**src/rtl/spi_master.sv**
```systemverilog
// rtl/spi_master.sv - single-byte SPI mode 0 master with registered SPI outputs
module spi_master #(
  parameter int CLK_DIV  = 3,
  parameter int CS_SETUP = 1,
  parameter int CS_IDLE  = 5
) (
  input  logic       clk,
  input  logic       rst,
  input  logic [7:0] tx_data,
  input  logic       tx_valid,
  output logic       tx_ready,
  output logic [7:0] rx_data,
  output logic       rx_valid,
  output logic       busy,
  output logic       CS_n,
  output logic       SCLK,
  output logic       MOSI,
  input  logic       MISO
);

  typedef enum logic [2:0] {
    IDLE,
    SETUP,
    LOW,
    HIGH,
    GAP
  } state_t;

  localparam int CW = 16;
  localparam logic [CW-1:0] SETUP_LAST = CW'(CS_SETUP - 1);
  localparam logic [CW-1:0] HALF_LAST  = CW'(CLK_DIV - 1);
  localparam logic [CW-1:0] IDLE_LAST  = CW'(CS_IDLE - 1);

  state_t        state;
  logic [CW-1:0] cnt;
  logic [2:0]    bit_cnt;
  logic [7:0]    tx_shift;
  logic [7:0]    rx_shift;

  // Transfer sequencer: every SPI pin and handshake output is a register written here
  always_ff @(posedge clk) begin
    if (!rst) begin
      state    <= IDLE;
      cnt      <= '0;
      bit_cnt  <= '0;
      tx_shift <= '0;
      rx_shift <= '0;
      tx_ready <= 1'b0;
      rx_data  <= 8'h00;
      rx_valid <= 1'b0;
      busy     <= 1'b0;
      CS_n     <= 1'b1;
      SCLK     <= 1'b0;
      MOSI     <= 1'b0;
    end else begin
      rx_valid <= 1'b0;
      case (state)
        IDLE: begin
          tx_ready <= 1'b1;
          if (tx_valid && tx_ready) begin
            // MSB goes out together with CS_n so it is stable before the first rising SCLK
            tx_ready <= 1'b0;
            busy     <= 1'b1;
            tx_shift <= tx_data;
            MOSI     <= tx_data[7];
            CS_n     <= 1'b0;
            bit_cnt  <= '0;
            cnt      <= '0;
            rx_shift <= '0;
            state    <= SETUP;
          end
        end

        SETUP: begin
          if (cnt == SETUP_LAST) begin
            cnt   <= '0;
            state <= LOW;
          end else begin
            cnt <= cnt + 16'd1;
          end
        end

        LOW: begin
          if (cnt == HALF_LAST) begin
            // Mode 0: slave data is sampled on the rising SCLK edge
            cnt      <= '0;
            SCLK     <= 1'b1;
            rx_shift <= {rx_shift[6:0], MISO};
            state    <= HIGH;
          end else begin
            cnt <= cnt + 16'd1;
          end
        end

        HIGH: begin
          if (cnt == HALF_LAST) begin
            cnt  <= '0;
            SCLK <= 1'b0;
            if (bit_cnt != 3'd7) begin
              // Next bit is launched on the falling edge, never while SCLK is high
              bit_cnt  <= bit_cnt + 3'd1;
              tx_shift <= {tx_shift[6:0], 1'b0};
              MOSI     <= tx_shift[6];
              state    <= LOW;
            end else begin
              CS_n     <= 1'b1;
              MOSI     <= 1'b0;
              rx_data  <= rx_shift;
              rx_valid <= 1'b1;
              state    <= GAP;
            end
          end else begin
            cnt <= cnt + 16'd1;
          end
        end

        GAP: begin
          if (cnt == IDLE_LAST) begin
            // Raising tx_ready here makes the next accept land CS_IDLE+1 cycles after CS_n rises
            cnt      <= '0;
            tx_ready <= 1'b1;
            busy     <= 1'b0;
            state    <= IDLE;
          end else begin
            cnt <= cnt + 16'd1;
          end
        end

        default: begin
          state <= IDLE;
        end
      endcase
    end
  end

endmodule

```
**config.mk**
```make
export PLATFORM = sky130hd
export DESIGN_NAME = spi_master
export DESIGN_NICKNAME = d
export VERILOG_FILES = /design/src/rtl/spi_master.sv
export SDC_FILE = /design/constraint.sdc
export NUM_CORES = 1
export LEC_CHECK = 0
export CORE_MARGIN = 3
export CORE_UTILIZATION = 25
export DETAILED_ROUTE_END_ITERATION = 7
export MAX_ROUTING_LAYER = met4
export SLEW_MARGIN = 10
export SYNTH_ARGS = -nofsm -noshare
export SYNTH_HDL_FRONTEND = slang
export SYNTH_SLANG_ARGS = --single-unit
```
**constraint.sdc**
```tcl
create_clock -name clk -period 2.2 [get_ports clk]
set_input_delay 0.22 -clock clk [delete_from_list [all_inputs] [get_ports clk]]
set_output_delay 0.22 -clock clk [all_outputs]
set_load 0.005 [all_outputs]
```
==> impl_metrics.toml, run 1 <==
[place]
dp_hpwl_um = 4330
gp_congestion = 0.843
portBuffers = 25
placed_cell_area_um2 = 3090

[critical_path]
crit_required_ps = 2380
crit_chain = "inv_1, ha_1, nor4b_2, and4_1, nor2_2, buf_4, nor2_1, a2111oi_0"
reg2reg_depth = 8
worstReg2RegEnd = "cnt[15]"
crit_type = "reg -> reg"
start_kind = "register"
worstSetupEndpointType = "register"
cp_slowest_stage_delay_ps = 380
worst_path_max_delay_cell = "a2111oi_0"
critPathBufInv = 2
cp_max_fo = 6
critPathLaunch = "cnt[0]"
critPathArrivalTime_ps = 2240
r2r_start = "cnt[0]"
reg2reg_slack_ps = 140
critPathTopFamily = "simple AND/OR/NAND/NOR gates"

[logic_synthesis]
synthFlopType = "dfxtp_1"
ys_ff_latch = 51
synth_area_um2 = 2580
yosys_warnings = 0
netlist_instances = 291
synth_enable_flop_cells = 0
synth_nets = 309
async_flop_share_pct = 0
yosysSeqAreaShare_pct = 39.6
avgSynthCellArea_um2 = 8.87
ys_types = 46

[global_route]
track_usage_pct = 10.8
grt_pass1_wl_um = 10000
antenna_found_initial = 0
gr-usage-met1_pct = 14.7
grt_overflow = 0
grt_max_degree = 23
use_met3_pct = 2.10
grt.busiest_layer = "met2"
met2_usage_pct = 16.1
first_global_vias = 2110

[sta]
final_max_slew_viol_count = 0
fin_crit_sh_pct = 93.5
min_period_ps = 2060
setup_viol_count_final = 0
final_hold_viol_count = 0
finalClockSkew_ps = 8.19
max_freq_mhz = 486
tightest_slew_ps = 440
max-slew-margin-rel_pct = 70.4

[route]
avgRoutedWirePerCell_um = 12.8
wl_um = 5910
antenna_left = 0
drt_iter0_drc = 97
first_pass_iters = 5
detail_route.vias_per_cell = 4.80
drc = 0
vias = 2212

[power_and_ir_drop]
power_leakage_nw = 1.21
vdd_drop_max_v = 0.000312
powerDensity_nw_per_um2 = 749
total_power_w = 0.00240

[final_layout]
final_cell_area_um2 = 3210
nets = 345
drive_gt1_share_pct = 13.1
fin_util_pct = 32.4
synthToLayoutAreaGrowth_pct = 24.3
diodes = 0

[hold_path]
hold_path_startpoint = "rx_data[7]"
worstHoldPathCells = 2
hold_end = "rx_data[7]"
hp-class = "reg -> reg"

[run]
cap_viol_max_count = 0

[run_status]
status = "finished clean"

[clocking]
cts_tree = "built"
holdBufCountCts = 0
path_clk_slew_ps = 100
h-tree-depth = 2
cts_buffer_depth = 2
clock-root-buffer = "clkbuf_8"
clock_sinks = 51
cts_buffers = 5
clk-insertion-delay-late_ps = 300

[floorplan]
die_area_um2 = 11600
rows = 36
core-area_um2 = 9910
die_w_um = 108
fp.dieH_um = 108
start_util_pct = 26.0
ioPinCount = 26
[logic make-up after synthesis]
group / synth area share, %
and+or+nand+nor: 28.1
AOI/OAI and AO/OA: 14.5
muxes: 10.1
DFF: 39.6
buffers and inverters: 4.80
adders and majority gates: 2.91
[report_power, final]
part           total, W  leakage, nW  switching, W  internal [W]
clock          0.000581       0.0474      0.000323      0.000257
sequential      0.00105        0.413     0.0000531      0.000992
combinational  0.000776        0.746      0.000424      0.000352
total           0.00240         1.21      0.000800       0.00160
[worst register-to-register path, cell delays in order, from the launching register on]
cell and delay [ps]:
dfxtp_1 340, inv_1 70, ha_1 210, nor4b_2 160
and4_1 270, nor2_2 230, buf_4 190, nor2_1 90
a2111oi_0 380
[timing repair]
action / in CTS / in global routing
gates resized for setup: 0 / 5
setup buffers: 0 / 1
setup endpoints to repair: 0 / 22
[area by class of cell]
class / count / area (um^2)
Tap cell: 133 / 166
Timing Repair Buffer: 47 / 440
Fill cell: 1048 / 6700
Sequential cell: 51 / 1020
Clock inverter: 2 / 16.3
Multi-Input combinational cell: 213 / 1450
Clock buffer: 6 / 82.6
Inverter: 9 / 33.8
[cells in the mapped netlist (all sizes together), types with 2 or more instances]
master / count / area [um^2]
or3: 2 / 12.5
nand2: 16 / 60.1
buf: 8 / 52.5
and3: 9 / 56.3
nor3b: 2 / 15.0
dfxtp: 51 / 1020
a21oi: 11 / 55.1
o41ai: 2 / 36.3
and4: 7 / 61.3
o211ai: 3 / 22.5
a211oi: 6 / 45.0
ha: 6 / 75.1
nor2: 40 / 150
a2111oi: 6 / 53.8
clkbuf: 10 / 37.5
mux2i: 26 / 260
nor4b: 2 / 32.5
a31oi: 3 / 48.8
nand3: 11 / 55.1
o32ai: 2 / 17.5
inv: 9 / 33.8
nand4: 8 / 56.3
and2: 8 / 50.1
nor4: 14 / 100
o21ai: 12 / 60.1
nor3: 8 / 40.0
[cell usage in the layout (no fill, tap or decap), types with 2 or more instances in the layout]
| master | netlist | routed |
|---|---|---|
| a31oi_4 | 2 | 2 |
| nor3b_1 | 2 | 2 |
| nand4_1 | 7 | 7 |
| o21ai_0 | 11 | 11 |
| and3_1 | 9 | 9 |
| nand2_1 | 16 | 16 |
| mux2i_1 | 26 | 26 |
| and2_1 | 8 | 8 |
| or3_1 | 2 | 2 |
| nor2_1 | 40 | 39 |
| clkbuf_8 | 0 | 6 |
| buf_4 | 3 | 20 |
| a211oi_1 | 6 | 6 |
| inv_1 | 8 | 8 |
| o32ai_1 | 2 | 2 |
| nand3_1 | 11 | 11 |
| a2111oi_0 | 5 | 4 |
| and4_1 | 7 | 6 |
| dfxtp_1 | 51 | 50 |
| a2111oi_1 | 1 | 2 |
| ha_1 | 6 | 6 |
| a21oi_1 | 11 | 11 |
| o211ai_1 | 3 | 3 |
| nor4_1 | 12 | 12 |
| clkdlybuf4s50_1 | 0 | 25 |
| buf_12 | 0 | 2 |
| nor4_2 | 2 | 2 |
| nor3_1 | 8 | 8 |
[flip-flops by register name, summed over array words and instances (netlist names)]
name,count
cnt,16
rx_data,8
rx_shift,8
tx_shift,7
bit_cnt,3
state,3
CS_n,1
MOSI,1
SCLK,1
busy,1
rx_valid,1
tx_ready,1
[per-stage QoR]
step           TNS, ps  hold slack (ps)  cells  setup slack, ps
6_report             0              466    461              144
3_3_place_gp         0              450    452              114
2_1_floorplan        0              363    291              175
5_1_grt          -3.77              483    461            -3.77
4_1_cts              0              469    460             58.7
3_5_place_dp         0              454    452             45.5
[metal layers]
metal  wire (um)  vias to the layer above  part of all wire (%)
met2        2660                       50                    45
met4          40                        0                  0.68
met1        2980                     1010                    50
met5           0                        -                     0
li1            -                     1148                     -
met3         224                        4                   3.8
[worst max-delay path by stage]
stage / endpoint / slack, ps / depth (start not counted)
floorplan: cnt[5] / 170 / 8
global placement: cnt[13] / 110 / 8
detailed placement: cnt[15] / 50 / 8
CTS: cnt[15] / 60 / 8
global route: cnt[15] / -4 / 8
finish: cnt[15] / 140 / 8
Note: power is estimated with default switching activity, not from simulation.
==> run 2, diff against run 1 <==
--- a/config.mk
+++ b/config.mk
@@ -8,6 +8,7 @@
 export CORE_MARGIN = 3
 export CORE_UTILIZATION = 25
 export DETAILED_ROUTE_END_ITERATION = 7
+export GPL_TIMING_DRIVEN = 0
 export MAX_ROUTING_LAYER = met4
 export SLEW_MARGIN = 10
 export SYNTH_ARGS = -nofsm -noshare
==> impl_metrics.toml, run 2 (synthesis results as in run 1) <==
[run_status]
status = "finished clean"

[final_layout]
final_cell_mix = "49 x dfxtp_1, 37 x nor2_1, 26 x mux2i_1"
layout_commonest_cell = "dfxtp_1"
drive_gt1_share_pct = 13.8
nets = 350
final_cell_area_um2 = 3220
fin_util_pct = 32.5
diodes = 0
top_regs = "cnt x16, rx_data x8, rx_shift x8"
largest_reg_flops = 16
regMostFlops = "cnt"
synthToLayoutAreaGrowth_pct = 25.0

[clocking]
clock-root-buffer = "clkbuf_8"
clock_sinks = 51
cts_buffers = 5
cts_buffer_depth = 2
cts_tree = "built"
path_clk_slew_ps = 100
clk-insertion-delay-late_ps = 320
h-tree-depth = 2

[sta]
finalClockSkew_ps = 12.0
max-slew-margin-rel_pct = 59.9
fin_crit_sh_pct = 95.8
max_freq_mhz = 475
final_max_slew_viol_count = 0
min_period_ps = 2110
tightest_slew_ps = 602
final_hold_viol_count = 0
setup_viol_count_final = 0

[floorplan]
die_area_um2 = 11600
die_w_um = 108
ioPinCount = 26
fp.dieH_um = 108
start_util_pct = 26.0
core-area_um2 = 9910
rows = 36

[global_route]
first_global_vias = 2255
track_usage_pct = 11.5
grt_pass1_wl_um = 10600
antenna_found_initial = 0
grt_max_degree = 18
grt_overflow = 0

[power_and_ir_drop]
powerDensity_nw_per_um2 = 743
power_leakage_nw = 1.20
total_power_w = 0.00240
vdd_drop_max_v = 0.000299

[critical_path]
critPathArrivalTime_ps = 2310
reg2reg_depth = 7
crit_chain = "nor4_4, and4_1, clkbuf_4, a31oi_4, nor4b_4, buf_4, nor3_1"
crit_required_ps = 2400
worstReg2RegEnd = "cnt[10]"
crit_type = "reg -> reg"
worst_path_max_delay_cell = "nor4b_4"
cp_max_fo = 7
cp_slowest_stage_delay_ps = 460
reg2reg_slack_ps = 90
start_kind = "register"
r2r_start = "cnt[6]"
worstSetupEndpointType = "register"

[hold_path]
hp-class = "in -> reg"
hold_end = "cnt[2]"
hold_path_startpoint = "rst"
worstHoldPathCells = 3

[place]
portBuffers = 24
placed_cell_area_um2 = 2990
gp_congestion = 0.877
dp_hpwl_um = 4420

[route]
drc = 0
vias = 2294
drt_iter0_drc = 108
first_pass_iters = 4
antenna_left = 0
wl_um = 6450
avgRoutedWirePerCell_um = 13.8
detail_route.vias_per_cell = 4.92

[run]
cap_viol_max_count = 0
-- run 2: changes by cell type in the layout (fill, tap and decap cells not counted), moves of 2 or more --
cell / delta
a2111oi_0: -3
a2111oi_1: +2
clkbuf_1: +8
buf_1: +2
nor2_1: -2
nor4_4: +2
buf_4: -7
buf_12: -2
buf_2: +2
-- run 2: worst max-delay path by stage --
stage             from  slack (ps)  endpoint  cells after the start
3_5_place_dp    cnt[0]        -350   cnt[15]                      7
6_report        cnt[6]          90   cnt[10]                      7
4_1_cts         cnt[2]           1   cnt[15]                      6
2_1_floorplan   cnt[0]         170    cnt[5]                      8
3_3_place_gp    cnt[0]        -230    cnt[2]                      8
5_1_grt        cnt[14]         -30    cnt[8]                      7
-- run 2: per-layer routing --
| metal | vias up | global-route usage, % | routed length, um |
|---|---|---|---|
| met2 | 42 | 17.1 | 2860 |
| met4 | 0 | 3.43 | 55 |
| met5 | - | - | 0 |
| li1 | 1156 | - | - |
| met3 | 7 | 2.04 | 260 |
| met1 | 1089 | 16.0 | 3270 |
-- run 2: area by class of cell --
cell class	instances	area [um^2]
clock inverter	3	25.0
fill	1064	6690
clock buffer	5	68.8
inverter	9	33.8
multi-input combinational	213	1500
tap	133	166
sequential	51	1020
buffer	18	93.8
timing repair buffer	34	315
-- run 2: per-stage QoR --
step | hold WS, ps | setup TNS [ps] | worst slack (ps) | cells
global route | 353 | -167 | -33.1 | 466
detailed placement | 450 | -4980 | -345 | 448
floorplan | 363 | 0 | 175 | 291
global placement | 449 | -3310 | -228 | 448
CTS | 297 | 0 | 1.31 | 458
finish | 309 | 0 | 92.9 | 466
-- run 2: power breakdown --
group | switching, W | internal (W)
Sequential | 0.0000587 | 0.000993
Clock | 0.000330 | 0.000228
Combinational | 0.000459 | 0.000329
-- run 2: critical path, delay by kind of cell, from the launching register on --
family	cells	cell delay, ps
and+or+nand+nor	4	1060
buffers and inverters	2	420
DFF	1	390
AOI/OAI and AO/OA	1	130
-- run 2: repair_timing --
item | CTS | global route
hold buffers | 0 | 0
setup endpoints to repair | 26 | 32
gates cloned | 0 | 1
gates resized for setup | 5 | 18
buffers inserted | 2 | 7
pin swaps | 3 | 5
==> run 3, diff against run 2 <==
--- a/config.mk
+++ b/config.mk
@@ -10,7 +10,6 @@
 export DETAILED_ROUTE_END_ITERATION = 7
 export GPL_TIMING_DRIVEN = 0
 export MAX_ROUTING_LAYER = met4
-export SLEW_MARGIN = 10
 export SYNTH_ARGS = -nofsm -noshare
 export SYNTH_HDL_FRONTEND = slang
 export SYNTH_SLANG_ARGS = --single-unit
==> results of run 3 <==
The final DEF is identical to that of run 2; final timing and power are the same.
